File: src/rtl/alu_bit_splitter_if.sv
// Handshake bundle for the bit splitter: one mask in, then one serialized one-hot beat out per set bit.
// slave is the splitter's view of the bundle; master is the view of the block driving it.
interface alu_bit_splitter_if #(
    parameter int WIDTH = 32,
    parameter int IDXW  = 5
);
    logic             in_valid;
    logic             in_ready;
    logic [WIDTH-1:0] in_data;
    logic             out_valid;
    logic             out_ready;
    logic [WIDTH-1:0] out_onehot;
    logic [IDXW-1:0]  out_index;
    logic             out_last;
    logic             out_zero;

    modport master (
        output in_valid, in_data, out_ready,
        input  in_ready, out_valid, out_onehot, out_index, out_last, out_zero
    );

    modport slave (
        input  in_valid, in_data, out_ready,
        output in_ready, out_valid, out_onehot, out_index, out_last, out_zero
    );
endinterface

File: src/rtl/alu_bit_splitter.sv
// Serializes the set bits of a mask as one-hot words plus index, LSB first (inverse of an OR merge).
// Latency: first beat one cycle after acceptance, then one beat per cycle; a zero mask gives one beat.
// Backpressure: out_ready low freezes the current beat; no new mask is taken until the last beat is accepted.
module alu_bit_splitter #(
    parameter int WIDTH = 32,
    parameter int IDXW  = 5
) (
    input  logic                 clk,
    input  logic                 rst,
    alu_bit_splitter_if.slave    bus,
    output logic                 busy
);
    typedef enum logic {IDLE, EMIT} state_t;

    state_t           state, state_nxt;
    logic [WIDTH-1:0] rem, rem_nxt;
    logic             zero_flag, zero_flag_nxt;
    logic [WIDTH-1:0] rem_low;
    logic [WIDTH-1:0] rem_rest;
    logic [IDXW-1:0]  low_idx;

    // rem_low isolates the lowest set bit; rem_rest is rem with that bit cleared.
    assign rem_low  = rem & (~rem + WIDTH'(1));
    assign rem_rest = rem & (rem - WIDTH'(1));

    always_comb begin
        low_idx = '0;
        for (int i = WIDTH - 1; i >= 0; i--) begin
            if (rem[i]) low_idx = IDXW'(i);
        end
    end

    always_ff @(posedge clk) begin
        if (rst) begin
            state     <= IDLE;
            rem       <= '0;
            zero_flag <= 1'b0;
        end else begin
            state     <= state_nxt;
            rem       <= rem_nxt;
            zero_flag <= zero_flag_nxt;
        end
    end

    always_comb begin
        state_nxt      = state;
        rem_nxt        = rem;
        zero_flag_nxt  = zero_flag;
        bus.in_ready   = 1'b0;
        bus.out_valid  = 1'b0;
        bus.out_onehot = '0;
        bus.out_index  = '0;
        bus.out_last   = 1'b0;
        bus.out_zero   = 1'b0;
        busy           = 1'b0;

        case (state)
            IDLE: begin
                bus.in_ready = 1'b1;
                if (bus.in_valid) begin
                    rem_nxt       = bus.in_data;
                    zero_flag_nxt = (bus.in_data == '0);
                    state_nxt     = EMIT;
                end
            end
            EMIT: begin
                bus.out_valid  = 1'b1;
                busy           = 1'b1;
                bus.out_onehot = rem_low;
                bus.out_index  = low_idx;
                bus.out_last   = (rem_rest == '0);
                bus.out_zero   = zero_flag;
                if (bus.out_ready) begin
                    if (rem_rest == '0) begin
                        state_nxt     = IDLE;
                        rem_nxt       = '0;
                        zero_flag_nxt = 1'b0;
                    end else begin
                        rem_nxt = rem_rest;
                    end
                end
            end
            default: state_nxt = IDLE;
        endcase
    end
endmodule

File: src/flat_wrapper.sv
// flat-port wrapper written by rule: the top's interface ports become plain ports
module alu_bit_splitter_flat 
#(
    parameter int WIDTH = 32,
    parameter int IDXW  = 5
)
  (clk, rst, busy, bus_in_valid, bus_in_data, bus_out_ready, bus_in_ready, bus_out_valid, bus_out_onehot, bus_out_index, bus_out_last, bus_out_zero);
  alu_bit_splitter_if #(.WIDTH(WIDTH), .IDXW(IDXW)) bus_i ();
  input  logic clk;
  input  logic rst;
  output logic busy;
  input wire logic [$bits(bus_i.in_valid)-1:0] bus_in_valid;
  input wire logic [$bits(bus_i.in_data)-1:0] bus_in_data;
  input wire logic [$bits(bus_i.out_ready)-1:0] bus_out_ready;
  output wire logic [$bits(bus_i.in_ready)-1:0] bus_in_ready;
  output wire logic [$bits(bus_i.out_valid)-1:0] bus_out_valid;
  output wire logic [$bits(bus_i.out_onehot)-1:0] bus_out_onehot;
  output wire logic [$bits(bus_i.out_index)-1:0] bus_out_index;
  output wire logic [$bits(bus_i.out_last)-1:0] bus_out_last;
  output wire logic [$bits(bus_i.out_zero)-1:0] bus_out_zero;
  assign bus_i.in_valid = bus_in_valid;
  assign bus_i.in_data = bus_in_data;
  assign bus_i.out_ready = bus_out_ready;
  assign bus_in_ready = bus_i.in_ready;
  assign bus_out_valid = bus_i.out_valid;
  assign bus_out_onehot = bus_i.out_onehot;
  assign bus_out_index = bus_i.out_index;
  assign bus_out_last = bus_i.out_last;
  assign bus_out_zero = bus_i.out_zero;
  alu_bit_splitter #(.WIDTH(WIDTH), .IDXW(IDXW)) u_core (.clk(clk), .rst(rst), .bus(bus_i), .busy(busy));
endmodule
File: config.mk
export PLATFORM = sky130hd
export DESIGN_NAME = alu_bit_splitter_flat
export DESIGN_NICKNAME = d
export VERILOG_FILES = /design/src/rtl/alu_bit_splitter_if.sv /design/src/rtl/alu_bit_splitter.sv /design/src/flat_wrapper.sv
export SDC_FILE = /design/constraint.sdc
export NUM_CORES = 1
export LEC_CHECK = 0
export CAP_MARGIN = 10
export CORE_UTILIZATION = 34
export CTS_CLUSTER_SIZE = 14
export DETAILED_ROUTE_END_ITERATION = 10
export SETUP_SLACK_MARGIN = 0.5
export SLEW_MARGIN = 10
export SYNTH_ARGS = -nofsm -noshare
export SYNTH_HDL_FRONTEND = slang
export SYNTH_SLANG_ARGS = --single-unit
File: constraint.sdc
create_clock -name clk -period 4.1 [get_ports clk]
set_input_delay 0.41 -clock clk [delete_from_list [all_inputs] [get_ports clk]]
set_output_delay 0.41 -clock clk [all_outputs]
set_load 0.03 [all_outputs]
==> run metrics, run 1 <==
crit start category=register; total of max-cap violations=0; DR vias=~3,200; CTS tree=done; post-synthesis simple-gate area fraction=between 30% and 40%; GR Overflow Total=0; final clock skew=about 0.014 ns; Most used DFF post-synth=dfxtp_1; Placed Cells incl. Taps=between 500 and 600; main combinational cell family by area after synthesis=simple AND/OR/NAND/NOR gates; CP Cell Sequence=nor4_4, nand4_2, or4_4, nor3_1, o2111ai_1, a21oi_2, and2_1, dlygate4sd2_1; Crit Path Category=reg -> out; I/O Pins=78; fin nets=roughly 480; status=finished clean; cell family with most CP delay=simple AND/OR/NAND/NOR gates; Final Hold Viols=0; Num CTS Buffers=5; initial DRC count=213; Worst Max-Slew Pin Slew=around 0.8 ns; Design Power=approximately 1.1 mW; Post-Syn Nets=416; setup_tns=0 ns; commonest non-fill, non-tap cell in the layout=clkdlybuf4s50_1; # setup viols final=0; RSZ-0062 raised after global routing=true; Hold Crit Class=reg -> reg; yosys warns=0; register area share after synthesis=24.5%; Yosys reg bits=34; wire length of the first global-routing pass=about 17 mm; power density over the cells=~300 nW/um^2; Max Slew Vio Count=0; vias per cell=between 5 and 6; crit path time final=3.48 ns; area delta synth->final=31.2%; DP HPWL=7.54 mm; DRT Pass-1 Iters=5; FF/Latch Area=between 600 and 700 um^2; Post-synth EDFFs=0; GPL Wtd Cong=roughly 0.94; largest net degree at the start of global routing=39; wire per inst=19.0 um; share of post-route cells with drive strength above 1=under 10%; cell row count=32; Synth Area in Adders=0%; area used by multi-input combinational logic=1850 um^2; worst-path fanout max=11; async set or reset register ratio after synthesis=0%; critical path capture point type=output port; pre-CTS setup slack=between 0.5 and 0.6 ns; hold_sp=u_core.zero_flag; Initial Util=about 36%; WP buf/inv=1; Synth Area in XOR/XNOR=0%; CTS Buffer Depth=2; final cycle utilization of the critical path=between 80% and 90%; Hold EP=u_core.zero_flag; Slew HR=46.7%; r2r endpoint=u_core.zero_flag; FF-to-FF setup slack=~1.6 ns; H-tree depth=2; mapped cell area=2780 um^2; worst setup margin=0.621 ns; Die H=roughly 90 um; Hold Crit Depth=2; f_max=roughly 0.29 GHz; Critical Path Max Stage Delay=between 0.5 and 0.6 ns; R2R Path Start=u_core.rem[9]; clock insertion delay at the later pin of the skew report=around 0.3 ns; Data required, critical path=3.69 ns; Reg clk slew, reported paths=around 0.080 ns; total track usage=24.8%; Clock Sinks=34; Worst EP arrival=about 3.1 ns; Antenna Violating Nets Remaining=0; Worst R2R Path Depth=7; Mapped Cells=380; Synth Area in Compound Gates=about 28%; DRT Wirelength=approximately 10 mm; hold slack=~0.50 ns; mux cell area share after synthesis=under 10%; Filler cells=roughly 810; n_diodes=0; initial antenna violation count=0; die width=about 90 um; slowest CP cell=or4_4; DIE AREA=8530 um^2; Core Region=between 7000 and 8000 um^2; worst-case vdd ir drop=~0.00017 V; IO buf count=between 70 and 80; vias in the first global route=approximately 3,100; Leakage Power=1.36 nW; Avg Inst Size Synth=7.30 um^2; Synth cell types=64; DRC viols=0; commonest non-fill, non-tap cells in the layout=clkdlybuf4s50_1, nor2_1, nand2_1, dfxtp_1, a21oi_1; CTS Hold Bufs=0; clk root buf=clkbuf_8; Post-Layout Cell Count=around 540
[cells by family (layout without fill, tap and decap cells)]
logic type             Yosys count  count (layout)
AO/OA/AOI/OAI                  110             110
buffers and inverters           46             107
flip-flops                      34              34
multiplexers                     3               3
AND/OR/NAND/NOR                187             187
[synth_stat cells, types with 4 or more instances]
library cell  number  area share [%]
and2_1             8             1.8
nor2b_1            4            0.90
clkbuf_1          15             2.0
a21oi_1           24             4.3
nor4_1            17             3.8
nor3_1            12             2.2
nor2_1            45             6.1
nand2_1           42             5.7
o31ai_1            6             1.6
o21ai_0           19             3.4
o21a_1             4             1.1
nand3_1           16             2.9
a211oi_1           4             1.1
clkbuf_8           6             3.0
and3_1            18             4.1
buf_4              5             1.4
o22ai_1            4            0.90
a31oi_1            5             1.1
a22oi_1           10             2.7
o311ai_0           6             1.9
dfxtp_1           34              25
inv_1             11             1.5
[report_power, final]
part / switching (mW) / internal (mW)
registers: 0.0604 / 0.354
clock network: 0.133 / 0.114
logic: 0.248 / 0.174
total: 0.442 / 0.642
[flip-flops by register name (all words and copies together) (netlist names)]
signal / flops
u_core.rem: 32
u_core.state: 1
u_core.zero_flag: 1
[layout make-up]
type | count | share of cell area [%]
tap | 102 | 3.51
sequential | 34 | 18.7
inverter | 12 | 1.24
clock inverter | 2 | 0.275
timing repair buffer | 88 | 23.5
multi-input combinational | 300 | 50.9
clock buffer | 5 | 1.89
[routing by layer]
layer / track usage, % / vias up / routed length [um]
met5: 0 / - / 0
met4: 7.42 / 0 / 163
met3: 5.58 / 15 / 772
met2: 37.7 / 145 / 4590
met1: 34.8 / 1530 / 4780
li1: - / 1551 / -
[tightest hold or removal path: stages, from the launching register on]
cell,delay [ns]
dfxtp_1,0.32
nand3_1,0.06
o21ai_1,0.07
[worst max path at each step]
stage                   from           end  cells after the start
3_3_place_gp   u_core.rem[8]  bus_out_last                      8
5_1_grt        u_core.rem[7]  bus_out_last                      8
3_5_place_dp   u_core.rem[4]  bus_out_last                      8
4_1_cts        u_core.rem[6]  bus_out_last                      8
2_1_floorplan  u_core.rem[4]  bus_out_last                      8
6_report       u_core.rem[9]  bus_out_last                      8
[what timing repair did]
| item | CTS | global route |
|---|---|---|
| resized for setup | 4 | 5 |
| setup endpoints to repair | 1 | 3 |
| buffers inserted | 3 | 0 |
| pin swaps | 3 | 1 |
[through the flow]
step / utilization, % / area, um^2
after floorplan: - / 2780
after global placement: 44.8 / 3500
after detailed placement: 44.8 / 3500
after CTS: 46.3 / 3620
after global routing: 46.6 / 3640
final: 46.6 / 3640
No activity file was read; power rests on OpenSTA's default activity.
==> inputs of run 2 (changes only) <==
clock period = 3.4 ns   (was 4.1 ns; I/O delays follow)
==> run metrics, run 2 (same netlist as run 1, synthesis figures left out) <==
status=finished clean; DIE AREA=8530 um^2 (unchanged); cell area after layout=4030 um^2 (+11%); Worst Max-Slew Pin Slew=0.699 ns (-0.0927 ns); post-route core utilization=51.6% (+4.9 points); vias in the first global route=3,262 (+6.0%); DR vias=3,490 (+7.7%); area delta synth->final=45.1%; Leakage Power=1.73 nW (+26%); Core Region=7810 um^2 (unchanged); worst-case vdd ir drop=0.000178 V (+3.8%); RSZ-0062 raised after global routing=true; DRT Wirelength=11.3 mm (+9.6%); GR Overflow Total=0 (unchanged); clock insertion delay at the later pin of the skew report=0.29 ns (about the same); Filler cells=795 (-2.3%); crit path time final=around 3.1 ns; Design Power=1.45 mW (+34%); worst-path fanout max=8 (-3); R2R Path Start=u_core.rem[1]; DRC viols=0 (unchanged); Clock Sinks=34 (unchanged); total of max-cap violations=0 (unchanged); DP HPWL=7.87 mm (+4.4%); f_max=between 0.3 and 0.4 GHz; CTS Hold Bufs=0 (unchanged); Critical Path Max Stage Delay=0.63 ns (+0.07 ns); Top reg by flops=u_core.rem; cell row count=32 (unchanged); r2r endpoint=u_core.state; H-tree depth=2 (unchanged); Largest regs=u_core.rem: 32 flops, u_core.state: 1 flops, u_core.zero_flag: 1 flops; setup_tns=0 ns (unchanged); placed cell areas=3600 um^2 (+2.7%); Final Hold Viols=0 (unchanged); Placed Cells incl. Taps=546 (+2.4%); CP Cell Sequence=nor4_4, nand4_2, or4_4, nor3_4, buf_4, o2111ai_2, a21oi_2, and2_4, buf_6; CTS tree=done; wire length of the first global-routing pass=17.4 mm (+5.0%); largest net degree at the start of global routing=39 (unchanged); fin nets=512 (+7.3%); commonest non-fill, non-tap cell in the layout=clkdlybuf4s50_1; crit start category=register; FF-to-FF setup slack=0.87 ns (-0.76 ns); Hold Crit Class=reg -> reg; Num CTS Buffers=5 (unchanged); GPL Wtd Cong=0.919 (-2.0%); I/O Pins=78 (unchanged); slowest CP cell=or4_4; # setup viols final=0 (unchanged); Max Slew Vio Count=0 (unchanged); n_diodes=0 (unchanged); DRT Pass-1 Iters=5 (unchanged); critical path capture point type=output port; power density over the cells=360 nW/um^2 (+21%); IO buf count=77 (unchanged); Reg clk slew, reported paths=0.07 ns (about the same); worst setup path end=bus_out_last; wire per inst=19.5 um (+3.0%); share of post-route cells with drive strength above 1=21.6% (+13 points); Post-Layout Cell Count=578 (+6.4%); commonest non-fill, non-tap cells in the layout=clkdlybuf4s50_1, nor2_1, buf_4, nand2_1, dfxtp_1; Die H=92.3 um (unchanged); Data required, critical path=3.06 ns (-0.63 ns); CTS Buffer Depth=2 (unchanged); Slew HR=53.0% (+6.2 points); Worst R2R Path Depth=9 (+2); Setup crit start=u_core.rem[1]; Antenna Violating Nets Remaining=0 (unchanged); clk root buf=clkbuf_8; die width=92.3 um (unchanged); Initial Util=35.5% (unchanged); Crit Path Category=reg -> out; final cycle utilization of the critical path=a little over 90%; max reg flops=32 (unchanged); vias per cell=6.04 (+1.2%); Worst EP arrival=2.78 ns (-0.29 ns); total track usage=26.1% (+1.3 points); initial antenna violation count=0 (unchanged); final clock skew=0.00794 ns (-0.00557 ns); initial DRC count=436 (+100%)
## run 2: cell types whose count changed in the layout (fill, tap and decap cells not counted), sizes merged
| cell | delta |
|---|---|
| dlygate4sd2 | +8 |
| nand3 | +1 |
| clkdlybuf4s50 | -20 |
| clkbuf | +4 |
| buf | +35 |
| dlymetal6s2s | +7 |
## run 2: critical path: cells and delay by family (launching register included)
| kind | cells | cell delay [ns] |
|---|---|---|
| flops | 1 | 0.38 |
| buf+inv | 2 | 0.26 |
| compound gates | 2 | 0.29 |
| simple gates | 5 | 1.56 |
## run 2: layer usage
metal | GRT usage, % | up-vias | share of wire (%)
li1 | - | 1620 | -
met2 | 40.8 | 191 | 45
met4 | 5.99 | 0 | 1.4
met1 | 36.3 | 1661 | 45
met5 | 0 | - | 0
met3 | 5.99 | 18 | 8.5
## run 2: cell type report
class                           instances  area [um^2]  share of cell area (%)
Tap cell                              102          128                    3.17
Multi-Input combinational cell        301         1970                    49.0
Clock inverter                          2         10.0                   0.249
Sequential cell                        34          696                    17.3
Inverter                               12         45.0                    1.12
Timing Repair Buffer                  122         1100                    27.4
Clock buffer                            5         68.8                    1.71
## run 2: how the worst min path moves through the flow
stage	end	slack [ns]	cells past startpoint	start
floorplan	u_core.zero_flag	0.45	2	u_core.zero_flag
global placement	u_core.zero_flag	0.48	2	u_core.zero_flag
detailed placement	u_core.zero_flag	0.48	2	u_core.zero_flag
CTS	u_core.zero_flag	0.49	2	u_core.zero_flag
global route	u_core.zero_flag	0.51	2	u_core.zero_flag
finish	u_core.zero_flag	0.49	2	u_core.zero_flag
## run 2: report_power, final
group | leakage (nW) | internal, mW | switching (mW) | total (mW)
sequential | 0.284 | 0.428 | 0.0660 | 0.494
clock | 0.0438 | 0.138 | 0.166 | 0.304
combinational | 1.40 | 0.283 | 0.367 | 0.650
total | 1.73 | 0.849 | 0.599 | 1.45
## run 2: repair_timing
item	CTS	global route
cloned	2	0
pin swaps	7	20
buffers inserted	10	13
hold endpoints to repair	0	0
endpoints found under the setup margin	22	13
gates resized for setup	36	39
## run 2: through the flow
| stage | setup WS, ns | hold WS (ns) |
|---|---|---|
| 2_1_floorplan | 0.722 | 0.449 |
| 3_3_place_gp | 0.251 | 0.484 |
| 3_5_place_dp | 0.295 | 0.476 |
| 4_1_cts | 0.386 | 0.493 |
| 5_1_grt | 0.183 | 0.514 |
| 6_report | 0.279 | 0.493 |
==> inputs of run 3 (changes only) <==
clock period = 3.7 ns   (was 3.4 ns; I/O delays follow)
==> run metrics, run 3 (same netlist as run 1, synthesis figures left out) <==
RSZ-0062 raised after global routing=true; clock insertion delay at the later pin of the skew report=0.30 ns (about the same); Final Hold Viols=0 (unchanged); DIE AREA=8530 um^2 (unchanged); area used by multi-input combinational logic=1870 um^2 (-5.1%); Critical Path Max Stage Delay=0.55 ns (-0.08 ns); DR vias=3,323 (-4.8%); fin nets=493 (-3.7%); die width=92.3 um (unchanged); Filler cells=821 (+3.3%); Top reg by flops=u_core.rem; initial DRC count=321 (-26%); GR Overflow Total=0 (unchanged); slowest CP cell=or4_4; initial antenna violation count=0 (unchanged); Worst EP arrival=2.80 ns (+0.02 ns); crit path time final=between 3 and 4 ns; DP HPWL=7.72 mm (-2.0%); CTS Buffer Depth=2 (unchanged); worst-path fanout max=8 (unchanged); vias in the first global route=3,192 (-2.1%); Num CTS Buffers=5 (unchanged); Largest regs=u_core.rem: 32 flops, u_core.state: 1 flops, u_core.zero_flag: 1 flops; GPL Wtd Cong=0.914 (-0.59%); FF/Latch Area=683 um^2 (-1.8%); I/O Pins=78 (unchanged); vias per cell=5.93 (-1.7%); Max Slew Vio Count=0 (unchanged); DRT Pass-1 Iters=5 (unchanged); critical path capture point type=output port; total track usage=24.8% (-1.4 points); Reg clk slew, reported paths=0.07 ns (about the same); setup_tns=0 ns (unchanged); share of post-route cells with drive strength above 1=13.5% (-8.1 points); final clock skew=0.0117 ns (+0.00371 ns); # setup viols final=0 (unchanged); cell row count=32 (unchanged); cell area after layout=3820 um^2 (-5.1%); CTS tree=done; Initial Util=35.5% (unchanged); H-tree depth=2 (unchanged); crit start category=register; largest net degree at the start of global routing=39 (unchanged); power density over the cells=343 nW/um^2 (-4.6%); highest metal used=met4; Data required, critical path=3.33 ns (+0.27 ns); commonest non-fill, non-tap cell in the layout=clkdlybuf4s50_1; DRC viols=0 (unchanged); Crit Path Category=reg -> out; cell family with most CP delay=simple AND/OR/NAND/NOR gates; Leakage Power=1.59 nW (-7.6%); CTS Hold Bufs=0 (unchanged); wire length on met3=816 um (-15%); placed cell areas=3620 um^2 (+0.70%); stages on the worst setup path=8 (-1); Clock Sinks=34 (unchanged); commonest non-fill, non-tap cells in the layout=clkdlybuf4s50_1, nor2_1, nand2_1, dfxtp_1, buf_4; wire length of the first global-routing pass=16.5 mm (-5.3%); FF-to-FF setup slack=1.33 ns (+0.46 ns); n_diodes=0 (unchanged); Hold Crit Depth=2 (unchanged); max reg flops=32 (unchanged); CP Cell Sequence=nor4_4, nand4_2, or4_4, a211oi_2, o2111ai_1, a21oi_2, and2_1, clkbuf_2; wire per inst=18.6 um (-4.8%); f_max=between 0.3 and 0.4 GHz; Die H=92.3 um (unchanged); DRT Wirelength=10.4 mm (-7.8%); total of max-cap violations=0 (unchanged); Worst Max-Slew Pin Slew=0.638 ns (-0.0613 ns); Worst R2R Path Depth=7 (-2); IO buf count=77 (unchanged); clk root buf=clkbuf_8; met2 WL=4.65 mm (-9.3%); Hold Crit Class=reg -> reg; final cycle utilization of the critical path=between 80% and 90%; post-route core utilization=48.9% (-2.6 points); status=finished clean; wl on met1=4.72 mm (-6.3%); Core Region=7810 um^2 (unchanged); WP buf/inv=1 (-1); Slew HR=57.3% (+4.4 points); Antenna Violating Nets Remaining=0 (unchanged); area delta synth->final=37.7%; worst-case vdd ir drop=0.000182 V (+2.2%)
[run 3: cell types whose count changed in the layout (fill, tap and decap cells not counted), moves of 3 or more]
cell	change
dfxtp_1	+8
nor4_2	+3
dfxtp_2	-7
dlygate4sd2_1	-7
buf_4	-16
nor4_4	-3
clkdlybuf4s50_1	+11
[run 3: timing repair]
action | in CTS | in global routing
pin swaps | 2 | 1
resized for setup | 6 | 19
endpoints found under the setup margin | 15 | 14
setup buffers | 3 | 0
hold endpoints to repair | 0 | 0
[run 3: power by group]
part | internal (mW) | switching [mW] | leakage, nW
logic | 0.212 | 0.304 | 1.26
clock network | 0.202 | 0.152 | 0.0524
registers | 0.392 | 0.0484 | 0.280
[run 3: layout make-up]
| class | count | area share, % |
|---|---|---|
| Tap cell | 102 | 3.34 |
| Clock inverter | 1 | 0.786 |
| Inverter | 12 | 1.18 |
| Clock buffer | 7 | 2.00 |
| Multi-Input combinational cell | 300 | 49.0 |
| Timing Repair Buffer | 104 | 25.8 |
| Sequential cell | 34 | 17.9 |
[run 3: layer usage]
metal	global-route usage [%]	up-vias
met5	0	-
met4	8.85	0
met3	4.02	20
met2	37.5	191
met1	35.1	1534
li1	-	1578
[run 3: final timing paths]
| check | end | start |
|---|---|---|
| max | bus_out_last | u_core.rem[5] |
| min | u_core.zero_flag | u_core.zero_flag |
| max reg2reg | u_core.state | u_core.rem[5] |
| min reg2reg | u_core.zero_flag | u_core.zero_flag |
[run 3: stage by stage]
| stage | cells | total power, mW | hold WS [ns] | worst slack, ns |
|---|---|---|---|---|
| floorplan | 380 | 0.752 | 0.449 | 0.992 |
| global placement | 549 | 0.928 | 0.476 | 0.261 |
| detailed placement | 549 | 0.929 | 0.470 | 0.179 |
| CTS | 560 | 1.29 | 0.486 | 0.283 |
| global route | 560 | 1.37 | 0.523 | 0.374 |
| finish | 560 | 1.31 | 0.494 | 0.525 |
[run 3: worst reg2reg max path: stages (launching register included)]
cell and delay, ns:
dfxtp_1 0.40, nor4_4 0.42, nand4_2 0.22, or4_4 0.55, a211oi_2 0.22, o2111ai_1 0.17
a21oi_2 0.19, a211oi_1 0.09
